### config.mk
export PLATFORM = sky130hd
export DESIGN_NAME = regfile_bank
export DESIGN_NICKNAME = d
export VERILOG_FILES = /design/src/rtl/regfile_pkg.sv /design/src/rtl/regfile_bank_entry.sv /design/src/rtl/regfile_bank.sv
export SDC_FILE = /design/constraint.sdc
export NUM_CORES = 1
export LEC_CHECK = 0
export ABC_AREA = 1
export BUFFER_PORTS_ARGS = -buffer_cell sky130_fd_sc_hd__buf_2
export CAP_MARGIN = 20
export CORE_MARGIN = 3
export CORE_UTILIZATION = 40
export CTS_CLUSTER_SIZE = 24
export DETAILED_ROUTE_END_ITERATION = 10
export SETUP_SLACK_MARGIN = 0.05
export SYNTH_ARGS = -nofsm -noshare
export SYNTH_HDL_FRONTEND = slang
export SYNTH_SLANG_ARGS = --single-unit
### constraint.sdc
create_clock -name clk -period 4.5 [get_ports clk]
set_input_delay 0.9 -clock clk [delete_from_list [all_inputs] [get_ports clk]]
set_output_delay 0.9 -clock clk [all_outputs]
set_load 0.02 [all_outputs]
### src/rtl/regfile_pkg.sv
// Shared helpers for the register-file bank.
// Width derivations and the default reset value.
package regfile_pkg;

  localparam int INIT_DEFAULT = 0;

  function automatic int clog2(input int n);
    int r = 0;
    for (int i = 0; i < 31; i++)
      if ((1 << i) < n) r = i + 1;
    return r;
  endfunction

  function automatic int aw_of(input int d);
    return (clog2(d) < 1) ? 1 : clog2(d);
  endfunction

  function automatic int cw_of(input int d);
    return clog2(d + 1);
  endfunction

endpackage

### src/rtl/regfile_bank_entry.sv
// One storage entry: enabled register with sync
// active-low reset to init and selectable edge.
module rf_entry #(
  parameter int              width       = 16,
  parameter logic [width-1:0] init       = '0,
  parameter bit              clk_posedge = 1'b1
) (
  input  logic             clk,
  input  logic             rst_n,
  input  logic             en,
  input  logic [width-1:0] d,
  output logic [width-1:0] q
);

  logic [width-1:0] data_q, data_d;

  always_comb data_d = en ? d : data_q;

  if (clk_posedge) begin : g_pos
    always_ff @(posedge clk)
      if (!rst_n) data_q <= init;
      else        data_q <= data_d;
  end else begin : g_neg
    always_ff @(negedge clk)
      if (!rst_n) data_q <= init;
      else        data_q <= data_d;
  end

  assign q = data_q;

endmodule

### src/rtl/regfile_bank.sv
// Register-file bank: depth entries, one write port,
// two combinational read ports, valid map and count.
module regfile_bank
  import regfile_pkg::*;
#(
  parameter int               width       = 16,
  parameter int               depth       = 8,
  parameter logic [width-1:0] init        = width'(INIT_DEFAULT),
  parameter bit               clk_posedge = 1'b1,
  parameter bit               bypass      = 1'b0,
  localparam int              AW          = aw_of(depth),
  localparam int              CW          = cw_of(depth)
) (
  input  logic             clk,
  input  logic             rst_n,
  input  logic             wen,
  input  logic [AW-1:0]    waddr,
  input  logic [width-1:0] wdata,
  input  logic             clr,
  input  logic [AW-1:0]    raddr0,
  output logic [width-1:0] rdata0,
  output logic             rvalid0,
  input  logic [AW-1:0]    raddr1,
  output logic [width-1:0] rdata1,
  output logic             rvalid1,
  output logic [CW-1:0]    valid_count
);

  localparam logic [AW:0] LIM = (AW + 1)'(depth);

  logic [width-1:0] ent [depth];
  logic [depth-1:0] wsel;
  logic [depth-1:0] valid_q, valid_d;
  logic [CW-1:0]    cnt_q, cnt_d;
  logic             w_ok;

  assign w_ok = wen && ({1'b0, waddr} < LIM);

  // Clear wipes the map first so a same-cycle write survives.
  always_comb begin
    wsel = '0;
    for (int i = 0; i < depth; i++)
      wsel[i] = w_ok && (waddr == AW'(i));
    valid_d = (clr ? '0 : valid_q) | wsel;
    cnt_d = '0;
    for (int i = 0; i < depth; i++)
      cnt_d = cnt_d + CW'(valid_d[i]);
  end

  for (genvar i = 0; i < depth; i++) begin : g_ent
    rf_entry #(
      .width      (width),
      .init       (init),
      .clk_posedge(clk_posedge)
    ) u_entry (
      .clk  (clk),
      .rst_n(rst_n),
      .en   (wsel[i]),
      .d    (wdata),
      .q    (ent[i])
    );
  end

  if (clk_posedge) begin : g_pos
    always_ff @(posedge clk)
      if (!rst_n) begin
        valid_q <= '0;
        cnt_q   <= '0;
      end else begin
        valid_q <= valid_d;
        cnt_q   <= cnt_d;
      end
  end else begin : g_neg
    always_ff @(negedge clk)
      if (!rst_n) begin
        valid_q <= '0;
        cnt_q   <= '0;
      end else begin
        valid_q <= valid_d;
        cnt_q   <= cnt_d;
      end
  end

  function automatic logic [width:0] rd(input logic [AW-1:0] a);
    logic [width:0] r;
    r = {1'b0, init};
    if ({1'b0, a} < LIM)
      if (valid_q[a]) r = {1'b1, ent[a]};
    if (bypass && w_ok && (waddr == a))
      r = {1'b1, wdata};
    return r;
  endfunction

  assign {rvalid0, rdata0} = rd(raddr0);
  assign {rvalid1, rdata1} = rd(raddr1);
  assign valid_count = cnt_q;

endmodule

-- Word level (Yosys, flattened, before mapping)
Index checks and enable logic that the tools add are counted.
- register bits: 140
- output and inout bits: 38
- ROM bits: 0
- memories: 0
- RAM bits: 0
- bits in latches: 0
- multiply operators: 0
- $add $sub $neg: 7
- bitwise operators: 3
- divide/modulo/power cells: 0
- reduce and logical (&&, ||, !) cells: 9
- equality and inequality tests: 7
- mux-type cells: 13
- shifts and indexed selects: 0
- order comparisons: 4
- operators with widths (kind ; count):
    16-bit binary-select mux with 3-bit select ; 2
    16-bit two-way mux ; 4
    17-bit two-way mux ; 2
    4-bit by 1-bit adder with 4-bit output ; 4
    3-bit equality test (second input constant) ; 4
    4-bit >= comparator (second input constant) ; 2
    1-bit logical AND ; 8
    3-bit by 4-bit less-than comparator with 1-bit output (second input constant) ; 2
    8-bit two-way mux ; 1
    3-bit NOT with 4-bit output ; 2
    8-bit OR ; 1
    1-bit binary-select mux with 3-bit select ; 2
    3-bit by 2-bit equality test with 1-bit output (second input constant) ; 2
    3-bit by 1-bit adder with 4-bit output ; 1
    2-bit by 1-bit adder with 3-bit output ; 1
    3-bit by 1-bit equality test with 1-bit output (second input constant) ; 1
    3-bit zero test ; 1
    1-bit by 1-bit adder with 2-bit output ; 1
    1-bit two-way mux ; 2

-- Logic depth before layout (Yosys ltp)
- depth in word-level cells: 10
- mapped depth: 15

-- By module
From an unflattened synthesis, not the netlist that was laid out.
- cells, all modules: 1719
- area, all modules: 9477.8 um^2
- modules (own cells, without submodules) (module ; area each (um^2) ; cells an instance ; instances):
    rf_entry ; 674.4 ; 101 ; 8
    regfile_bank ; 4082.7 ; 911 ; 1

-- Worst setup path before layout
OpenSTA, ideal clock, no wires.
- path type: input port to flip-flop
- start point: input wen
- end point: register cnt_q[2], in the netlist valid_count[2]
- path buffers: 1
- setup slack: 556 ps
- cell stages on the path: 15
- arrival: 3826 ps
- library setup time: 118 ps
- cells stage by stage: inv_1 -> nor2_1 -> nand2_1 -> clkbuf_1 -> nand2_1 -> fa_1 -> inv_1 -> fa_1 -> fa_1 -> inv_1 -> ha_1 -> inv_1 -> fa_1 -> xor2_1 -> nor2_1
- word-level cells in the longest chain between the ends: 9
- elaborated cells on any way between the ends: 16
- classes of those cells: add/sub (7); bitwise (1); reduce/logical (8)
- ends and longest elaborated chain (element ; RTL line ; text):
    start, declared ; regfile_bank.sv:16 ; input logic wen,
    1-bit logical AND ; regfile_bank.sv:43 ; wsel[i] = w_ok && (waddr == AW'(i));
    8-bit OR ; regfile_bank.sv:44 ; valid_d = (clr ? '0 : valid_q) | wsel;
    net valid_d[1] ; regfile_bank.sv:33 ; logic [depth-1:0] valid_q, valid_d;
    1-bit by 1-bit adder with 2-bit output ; regfile_bank.sv:47 ; cnt_d = cnt_d + CW'(valid_d[i]);
    2-bit by 1-bit adder with 3-bit output ; regfile_bank.sv:47 ;
    3-bit by 1-bit adder with 4-bit output ; regfile_bank.sv:47 ;
    4-bit by 1-bit adder with 4-bit output (4 in a row) ; regfile_bank.sv:47 ;
    end signal, assigned ; regfile_bank.sv:71 ; cnt_q <= cnt_d;
    end, declared ; regfile_bank.sv:34 ; logic [CW-1:0] cnt_q, cnt_d;
The timed path passes the listed nets, and every way through them passes these cells.
A chain may end at the register's enable or synchronous reset.

-- Worst setup path after layout
- start point: input raddr1[0]
- end point: output rdata1[6]
- word-level cells in the longest chain between the ends: 5
- elaborated cells on any way between the ends: 7
- classes of those cells: mux (6); bitwise (1)
- ends and longest elaborated chain (element ; RTL line ; text):
    start, declared ; regfile_bank.sv:23 ; input logic [AW-1:0] raddr1,
    3-bit NOT with 4-bit output (not written as such) ; regfile_bank.sv:88 ; if (valid_q[a]) r = {1'b1, ent[a]};
    16-bit binary-select mux with 3-bit select ; regfile_bank.sv:88 ;
    16-bit two-way mux (not written as such) (2 in a row) ; regfile_bank.sv:88 ;
    17-bit two-way mux (*) ; regfile_bank.sv:88 ;
    end, declared ; regfile_bank.sv:24 ; output logic [width-1:0] rdata1,
Mark *: on every way between the ends. The rest lies on a longest branch, timed or not. The select of a mux whose other input is x is not followed.

==> results.txt <==
status = finished clean
number of synthesized flops with an enable pin = 0
hold_buf cts = 0
Slew @ Worst Pin = 1.10 ns
clk_lat worst skew = 0.42 ns
syn avg cell area = 6.06 µm²
setup ws final = 0.882 ns
clk sinks = 140
dominant cell type by area after synthesis = dfxtp_1
core area = 0.0197 mm²
P per Cell Area = 353 mW/mm²
Area Overhead vs Synth = 11.0%
syn_nets = 1367
Setup CP Type = input pin to primary output
Num CTS Buffers = 17
clock root cell = clkbuf_16
CP arrival = 2.72 ns
Logic pwr share = 0.161
clock-pin slew on the worst setup and hold paths = 0.06 ns
post-synth top area share = 0.348
drt first-iter violations = 698
DRT Pass-1 Iters = 5
FF/Latch Area = 0.00280 mm²
Cell Int Power = 2.21 mW
crit path launch type = input pin
wirelength, routed = 26.1 mm
gr ovfl total = 0
Primary FF master, synth = dfxtp_1
synthesized area = 0.00806 mm²
TritonCTS clock tree = yes
H-Tree Depth = 4
Syn Inst Count = 1331
ys async rst share = 0
diodes inserted = 0
Fin Setup TNS = 0 ns
count of different cell masters after synthesis = 20
sequential share of power = 0.410
Starting Density = 0.410
FILL cells = 2139
flop and latch count out of synthesis = 140
Clk pwr share = 0.429
synth warn = 0
HP Class = register to register
Leak = 4.72 nW
fmax = 276 MHz
dpl hpwl = 15.2 mm
Final Skew = 0.00233 ns
top cells by area, synth = dfxtp_1 (35%), nand2_1 (23%), inv_1 (8.5%), nand3_1 (8.4%), a21oi_1 (8.3%)
vias in the first global route = 7560
RSZ-0062 raised after global routing = false
VDD IR max = 0.260 mV
initial antenna violation count = 1
Final setup viols = 0
Tcrit/Tclk final = 0.804
drt drc = 0
Seq/Total Area, Yosys = 0.348
sw frac = 0.301
Die Ht = 148 µm
full die area = 0.0219 mm²
row count = 51
Avg WL per Cell = 16.0 µm
Final min period = 3.62 ns
P_sw = 951 µW
IO Count = 67
Final #Nets = 1386
GRT Overall Usage = 0.238
first-pass GRT wire length = 41.2 mm
Final Hold Vio Count = 0
Port Buffers = 66
Pwr Total = 3.16 mW
vias post-DR = 8285
Post-DRT Antenna Nets = 0
Critical Path End Type = primary output
multi-input combinational cell area = 0.00404 mm²
layout cells sized above 1 = 0.0924
worst slack, placed = 0.677 ns
Area after DPL = 0.00839 mm²
via/cell ratio = 5.09
slew margin rel. = 0.266
max-slew violations = 0
most frequent cells in the layout = nand2_1 (491), inv_1 (182), dfxtp_1 (140)
# Max-Cap Violations = 0
post-CTS setup buffer count = 0
largest net degree at the start of global routing = 119
post_cts resized = 0
fin area = 0.00895 mm²
Worst EP required = 3.60 ns
Die X = 148 µm
most common cell after layout, fill and taps aside = nand2_1
Max FO, Critical Path = 22
placer congestion estimate = 0.832
Bufs on Longest Clock Path = 2
==> layer usage <==
layer  vias up  track usage  share of wire  wire length (µm)
li1       4183            -              -                 -
met1      3750        0.342           0.48             12500
met2       317        0.367           0.44             11400
met3        33       0.0463          0.070              1820
met4         2       0.0614          0.015               391
met5         -            0        0.00050                13
==> logic make-up (layout without fill, tap and decap cells) <==
kind of cell | after synthesis | count (layout) | synth area share
and+or+nand+nor | 641 | 641 | 0.320
adders and majority gates | 7 | 7 | 0.0146
AOI/OAI and AO/OA | 265 | 265 | 0.165
buffers and inverters | 277 | 309 | 0.151
xor gates and xnor gates | 1 | 1 | 0.00109
DFF | 140 | 140 | 0.348
==> synth_stat cells, types with 4 or more instances <==
cell type and number:
nor2_1 12, o21ai_0 128, buf_4 16, buf_2 11
inv_2 4, buf_1 4, buf_6 14, a21oi_1 134
inv_1 182, fa_1 4, dfxtp_1 140, nand3_1 136
clkbuf_1 43, nand2_1 491
==> critical path: stages <==
cell,delay [ns]
buf_2,0.39
inv_2,0.32
nand2_1,0.14
nand3_1,0.07
nand2_1,0.10
nand2_1,0.06
nand2_2,0.36
nand2_1,0.12
inv_1,0.07
buf_2,0.15
==> through the flow <==
step	std cells	hold WS [ns]	utilization
after floorplan	1331	0.449	-
after global placement	1596	0.463	0.427
after detailed placement	1596	0.469	0.427
after CTS	1628	0.480	0.455
after global routing	1628	0.496	0.455
final	1628	0.477	0.455
==> path summary, 6_finish.rpt <==
kind / end / start / cells after the start / slack (ns)
worst max-delay path: rdata1[6] / raddr1[0] / 10 / 0.88
worst min-delay path: g_ent[2].u_entry.q[15] / g_ent[2].u_entry.q[15] / 2 / 0.48
worst max register to register: valid_count[2] / valid_q[1] / 12 / 1.50
worst min register to register: g_ent[2].u_entry.q[15] / g_ent[2].u_entry.q[15] / 2 / 0.48
==> layout make-up <==
class	count	share of cell area
Inverter	189	0.0793
Tap cell	265	0.0370
Clock buffer	18	0.0491
Multi-Input combinational cell	914	0.451
Clock inverter	14	0.0133
Sequential cell	140	0.313
Timing Repair Buffer	88	0.0568
==> power by group through the flow <==
stage               combinational, mW  sequential [mW]  clock [mW]
detailed placement              0.502             1.32           0
floorplan                       0.360             1.32           0
CTS                             0.503             1.29        1.37
global route                    0.570             1.30        1.42
global placement                0.497             1.32           0
finish                          0.507             1.29        1.36
==> flip-flops by register name, indices dropped and copies added, names as in the netlist <==
| register | flops |
|---|---|
| valid_q | 8 |
| g_ent.u_entry.q | 128 |
| valid_count | 4 |
(Power assumes the default switching activity.)
